**config.mk**
```make
export PLATFORM = sky130hd
export DESIGN_NAME = pipe_stage_buf
export DESIGN_NICKNAME = d
export VERILOG_FILES = /design/src/rtl/pipe_stage_buf.sv
export SDC_FILE = /design/constraint.sdc
export NUM_CORES = 1
export LEC_CHECK = 0
export ABC_AREA = 1
export CAP_MARGIN = 20
export CORE_UTILIZATION = 53
export CTS_CLUSTER_DIAMETER = 60
export DETAILED_ROUTE_END_ITERATION = 12
export HOLD_SLACK_MARGIN = 0.1
export PLACE_DENSITY = 0.78
export SLEW_MARGIN = 10
export SYNTH_ARGS = -nofsm -noshare
export SYNTH_HDL_FRONTEND = slang
export SYNTH_SLANG_ARGS = --single-unit
```
**constraint.sdc**
```tcl
create_clock -name clk -period 3.37 [get_ports clk]
set_input_delay 1.011 -clock clk [delete_from_list [all_inputs] [get_ports clk]]
set_output_delay 1.011 -clock clk [all_outputs]
set_load 0.05 [all_outputs]
```
**src/rtl/pipe_stage_buf.sv**
```systemverilog
// Elastic valid/ready pipeline-stage buffer: DEPTH-entry FIFO with flush,
// occupancy output and a saturating downstream-stall counter.
module pipe_stage_buf #(
    parameter int DATA_W      = 32,
    parameter int DEPTH       = 2,
    parameter int STALL_CNT_W = 16
) (
    input  logic                       clk,
    input  logic                       rst,
    input  logic                       flush,
    input  logic                       up_valid,
    output logic                       up_ready,
    input  logic [DATA_W-1:0]          up_data,
    output logic                       dn_valid,
    input  logic                       dn_ready,
    output logic [DATA_W-1:0]          dn_data,
    output logic [$clog2(DEPTH):0]     occupancy,
    output logic [STALL_CNT_W-1:0]     stall_cnt
);
    localparam int AW = $clog2(DEPTH);
    localparam int OW = AW + 1;
    localparam logic [OW-1:0] FULL = OW'(DEPTH);

    logic [DATA_W-1:0]      mem_q [DEPTH];
    logic [AW-1:0]          wr_ptr_q, wr_ptr_d;
    logic [AW-1:0]          rd_ptr_q, rd_ptr_d;
    logic [AW-1:0]          rd_nxt;
    logic [OW-1:0]          occ_q, occ_d;
    logic [STALL_CNT_W-1:0] stall_q, stall_d;
    logic [DATA_W-1:0]      dout_q, dout_d;
    logic                   push, pop;

    // Handshake outputs come from registered state only.
    assign up_ready  = (occ_q != FULL);
    assign dn_valid  = (occ_q != '0);
    assign dn_data   = dout_q;
    assign occupancy = occ_q;
    assign stall_cnt = stall_q;

    assign push   = up_valid && up_ready && !flush;
    assign pop    = dn_valid && dn_ready && !flush;
    assign rd_nxt = rd_ptr_q + AW'(1);

    always_comb begin
        wr_ptr_d = wr_ptr_q;
        rd_ptr_d = rd_ptr_q;
        occ_d    = occ_q;
        stall_d  = stall_q;
        dout_d   = dout_q;
        if (flush) begin
            wr_ptr_d = '0;
            rd_ptr_d = '0;
            occ_d    = '0;
        end else begin
            if (push) wr_ptr_d = wr_ptr_q + AW'(1);
            if (pop)  rd_ptr_d = rd_nxt;
            occ_d = occ_q + OW'(push) - OW'(pop);
        end
        if (dn_valid && !dn_ready && !flush && (stall_q != '1))
            stall_d = stall_q + STALL_CNT_W'(1);
        // dn_data is a register tracking the next head; it holds when the
        // buffer goes empty so the last value stays visible.
        if (push && (occ_q == '0))
            dout_d = up_data;
        else if (pop) begin
            if (occ_q > OW'(1))
                dout_d = mem_q[rd_nxt];
            else if (push)
                dout_d = up_data;
        end
    end

    always_ff @(posedge clk or negedge rst) begin
        if (!rst) begin
            wr_ptr_q <= '0;
            rd_ptr_q <= '0;
            occ_q    <= '0;
            stall_q  <= '0;
            dout_q   <= '0;
        end else begin
            wr_ptr_q <= wr_ptr_d;
            rd_ptr_q <= rd_ptr_d;
            occ_q    <= occ_d;
            stall_q  <= stall_d;
            dout_q   <= dout_d;
        end
    end

    // Storage needs no reset: occupancy gates every read.
    always_ff @(posedge clk) begin
        if (push) mem_q[wr_ptr_q] <= up_data;
    end
endmodule
```
Word-level counts from Yosys, hierarchy flattened:

Memories as Yosys holds them, arrays and structs flattened.
Index checks and enable logic that the tools add are counted.

* memories: 1
* output and inout port bits: 52
* register bits: 52
* memory bits (writable): 64
* input port bits: 37
* word-level logic and storage cells: 42
* bits in latches: 0
* memory bits (read-only): 0

* $mul: 0
* shift-type cells: 0
* add/sub/neg operators: 5
* bitwise operators: 0
* divide/modulo/power cells: 0
* reduce and logical (&&, ||, !) cells: 17
* magnitude comparators: 1
* eq/ne operators: 2
* multiplexer cells: 11

Memories
* mem_q: depth 2, width 32, read ports 1, clocked after Yosys merged registers in 0, wr ports 1, RTL line 24 `logic [DATA_W-1:0] mem_q [DEPTH];`

Operators with widths (number)
* 32-bit 2-to-1 mux: 4
* 16-bit by 1-bit adder with 16-bit output (second input constant): 1
* 16-bit inequality test (second input constant): 1
* 1-bit logical AND: 8
* 2-bit nonzero test: 4
* 1-bit 2-to-1 mux: 6
* 3-bit nonzero test: 1
* 1-bit adder (second input constant): 2
* 2-bit by 1-bit adder with 2-bit output: 1
* 2-bit by 1-bit > comparator with 1-bit output (second input constant): 1
* 1-bit zero test: 2
* 2-bit zero test: 1
* 2-bit 2-to-1 mux: 1
* 2-bit inequality test (second input constant): 1
* 2-bit AND reduction: 1
* 2-bit by 1-bit subtractor with 2-bit output: 1

Longest topological paths before layout:

* depth in word-level cells: 7
* depth in mapped cells: 11
* depth with buffers taken out: 11

Least setup slack after synthesis:

No wires, ideal clock.

* path type: register -> register
* start: reg occ_q[1], in the netlist occupancy[1]
* end: mem mem_q[0][0], enable pin
* period minus slack after synthesis: 3090 ps
* setup slack: 280 ps
* library setup time: 421 ps
* data required time: 2949 ps
* arrival: 2669 ps
* buffers on the path: 1
* cell stages (with the launch flop): 7
* cell sequence: dfrtp_1 -> buf_4 -> nand2_2 -> nand2_1 -> inv_2 -> nand2_2 -> nor2_1

* longest elaborated chain between the ends: 5

Ends and longest elaborated chain
* from (decl): RTL line 28 `logic [OW-1:0] occ_q, occ_d;`
* from (signal assigned): RTL line 77 `occ_q <= '0;`
* from (signal assigned): RTL line 83 `occ_q <= occ_d;`
* 2-bit inequality test: RTL line 34 `assign up_ready = (occ_q != FULL);`
* net up_ready: RTL line 12 `output logic up_ready,`
* 1-bit logical AND (2 in a row): RTL line 40 `assign push = up_valid && up_ready && !flush;`
* 1-bit 2-to-1 mux: RTL line 91 `if (push) mem_q[wr_ptr_q] <= up_data;`
* 1-bit 2-to-1 mux (implied by the code): RTL line 91
* to (decl): RTL line 24

The timed path passes the listed nets, and every way through them passes these cells.

Worst setup path after layout:

* start: reg stall_q[2], in the netlist stall_cnt[2]
* end: out stall_cnt[2]

RTL lines
* from (decl): RTL line 29 `logic [STALL_CNT_W-1:0] stall_q, stall_d;`
* from (signal assigned): RTL line 84 `stall_q <= stall_d;`
* to (decl): RTL line 18 `output logic [STALL_CNT_W-1:0] stall_cnt`

No word-level cell between the ends.

==> flow_summary.toml <==
[global_routing]
grt_overflow = 0
grt_first_pass_wirelength_um = 17900
grt_pass1_vias = 3733
grtUsageMet1_pct = 28.8
grt_use_met2_pct = 40.3
grt_use_met3_pct = 7.10
antenna_found_initial = 0
grt_max_degree = 65
grt-busiest-layer = "met2"
grt_usage_pct = 23.8

[min_path]
min_path_cells = 2
min_to = "dn_data[10]"
hold_class = "reg -> reg"
hp-start = "dn_data[10]"

[power_and_ir_drop]
p_comb_share_pct = 29.3
internal_power_w = 0.00335
p_switching_w = 0.00183
p_leak_nw = 2.65
seq_power_share_pct = 36.0
sw_frac_of_total_pct = 35.4
p_per_area_nw_per_um2 = 777
p_clk_share_pct = 34.6
ir_drop_v = 0.000436

[outcome]
status = "finished, final reports clean"

[critical_path]
reg2reg_depth = 10
timing.rr.start = "occupancy[1]"
endpoint_kind = "output port"
critical_path.max_stage_delay_ns = 0.87
worstPathArrival_ns = 1.86
start_kind = "flip-flop"
crit_family = "buffers and inverters"
cp.required_ns = 2.36
r2r_slack_ns = 1.26
critPathBufInv = 1
critPathMaxFanout = 6
cp_slowest_cell = "clkdlybuf4s50_1"
worstPathCellList = "clkdlybuf4s50_1"
timing.rr.end = "occupancy[1]"
path_class = "reg -> out"

[timing]
skew_ns = 0.0114
rsz0062_at_grt = "false"
clock.fmax_mhz = 349
period_share_pct = 85.1
worstMarginPinSlew_ns = 0.687
tns_ns = 0
hold_viol = 0
relSlewSlack_pct = 54.2
final-setup-viol-count = 0
drv_slew = 0
period_minus_slack_ns = 2.87

[flow_run]
cap_violations = 0

[clock_network]
cts.sinks = 116
clock_tree.buffer_depth = 2
hold_buffers = 0
numCtsBuffers = 17
htree_levels = 4
post_cts_resized = 0
cts.clk_slew.worst_paths_ns = 0.06
cts_tree = "yes"
insertion_delay_ns = 0.51
cts_setup_buffers = 0
cts_root_buf = "clkbuf_8"

[logic_synthesis]
syn_inst = 485
synth_edf_count = 64
synth_area_leaders = "edfxtp_1 38%, dfrtp_1 26%, nand2_1 9.5%"
synth_nets = 524
yosysSeqAreaShare_pct = 63.7
synth-seq-cells = 116
yosysTopAreaCell = "edfxtp_1"
async_flop_share_pct = 44.8
yosys_warnings = 0
synthFlopType = "edfxtp_1"
syn_avg_cell_area_um2 = 10.4
syn_area_um2 = 5060
synth.top_cell.area_share_pct = 38.0
ys_types = 31

[placement]
hpwl_um = 6880
io_buffers = 88
dp.cells = 688
place_congestion = 0.839

[detailed_routing]
drc = 0
drtIter0Drc = 204
ant_nets = 0
viasPerCell = 5.22
routed_wl_um = 11100
drtPass1Iterations = 5
dr_total_vias = 3758
wl_per_cell_um = 15.4

[cells_and_area]
finalNetCount = 617
drive_gt1_share_pct = 11.2
diodes = 0
nFillCells = 655
syn2layout_area_growth_pct = 31.6
final_cells = 720

[die]
initial_utilization_pct = 54.8
boundaryPins = 89
die_y_um = 99.7
core-area_um2 = 9240
row_count = 35
die_area_um2 = 9940
fp.dieW_um = 99.7
[worst max path at each step]
stage                 startpoint      endpoint  cells past startpoint
detailed placement      dn_ready  occupancy[1]                     10
CTS                 stall_cnt[2]  stall_cnt[2]                      1
global route        stall_cnt[0]  stall_cnt[0]                      1
floorplan           occupancy[1]   mem_q[0][0]                      6
global placement           flush  mem_q[1][29]                      5
finish              stall_cnt[2]  stall_cnt[2]                      1
[stage by stage]
| step | power [W] | setup WS, ns | hold WS (ns) | util, % | cell area (um2) |
|---|---|---|---|---|---|
| floorplan | 0.00287 | 0.280 | 0.458 | - | 5060 |
| global placement | 0.00336 | 0.580 | 0.473 | 65.3 | 6040 |
| detailed placement | 0.00341 | 0.485 | 0.478 | 65.6 | 6060 |
| CTS | 0.00520 | 0.482 | 0.497 | 72.1 | 6660 |
| global route | 0.00537 | 0.443 | 0.513 | 72.1 | 6660 |
| finish | 0.00518 | 0.501 | 0.492 | 72.1 | 6660 |
[final cells by class]
type | instances | area [um2] | share of cell area [%]
Sequential cell | 116 | 3220 | 48.4
Multi-Input combinational cell | 327 | 1630 | 24.5
Clock inverter | 15 | 180 | 2.71
Clock buffer | 17 | 414 | 6.22
Tap cell | 129 | 161 | 2.42
Inverter | 21 | 80.1 | 1.20
Timing Repair Buffer | 95 | 968 | 14.5
[cell usage after synthesis, types with 7 or more instances]
cell,count
dfrtp_1,52
o21ai_1,33
nand2_1,128
buf_6,7
nand2_2,8
o21a_1,33
o21ai_0,37
clkbuf_1,9
nor2_1,52
xnor2_1,7
inv_1,16
nand3_1,8
edfxtp_1,64
[cell usage in the layout, fill, tap and decap left out, types with 4 or more instances in the layout]
cell type,n
clkbuf_16,16
nand3_1,8
inv_2,4
clkdlybuf4s50_1,85
edfxtp_1,64
nand2_2,8
dfrtp_1,52
nand4_1,5
o21ai_1,33
xnor2_1,7
inv_1,16
clkinv_2,4
buf_4,6
nand2_1,128
o21ai_0,37
o21a_1,33
nor2_1,50
[routing by layer]
metal / vias to the layer above / routed length [um]
li1: 1827 / -
met1: 1797 / 4720
met2: 126 / 5580
met3: 8 / 717
met4: 0 / 93
met5: - / 0
[sequential cells by signal, summed over array words and instances, names as in the netlist]
| signal | count |
|---|---|
| wr_ptr_q | 1 |
| dn_data | 32 |
| mem_q | 64 |
| rd_ptr_q | 1 |
| stall_cnt | 16 |
| occupancy | 2 |
[power groups by stage]
stage / Combinational (W) / Clock (W) / Sequential (W)
finish: 0.00152 / 0.00179 / 0.00187
global route: 0.00160 / 0.00187 / 0.00189
CTS: 0.00153 / 0.00180 / 0.00187
detailed placement: 0.00152 / 0 / 0.00189
global placement: 0.00149 / 0 / 0.00188
floorplan: 0.000385 / 0 / 0.00248
[cells by family (layout without fill, tap and decap cells)]
family                     after synthesis  count (layout)  share of synthesized area, %
buffers and inverters                   42             148                          4.35
DFF                                    116             116                          63.7
and+or+nand+nor                        210             210                          17.5
xor gates and xnor gates                 8               8                          1.38
AOI/OAI and AO/OA                      107             107                          12.5
adders and majority gates                2               2                         0.494
[worst register-to-register path, delay by kind of cell, from the launching register on]
family | cells | cell delay [ns]
buffers and inverters | 2 | 0.43
adder cells (fa/ha/maj) | 1 | 0.19
XOR/XNOR | 1 | 0.16
flip-flops | 1 | 0.36
AND/OR/NAND/NOR | 3 | 0.50
AO/OA/AOI/OAI | 3 | 0.41
No activity file was read; power rests on OpenSTA's default activity.
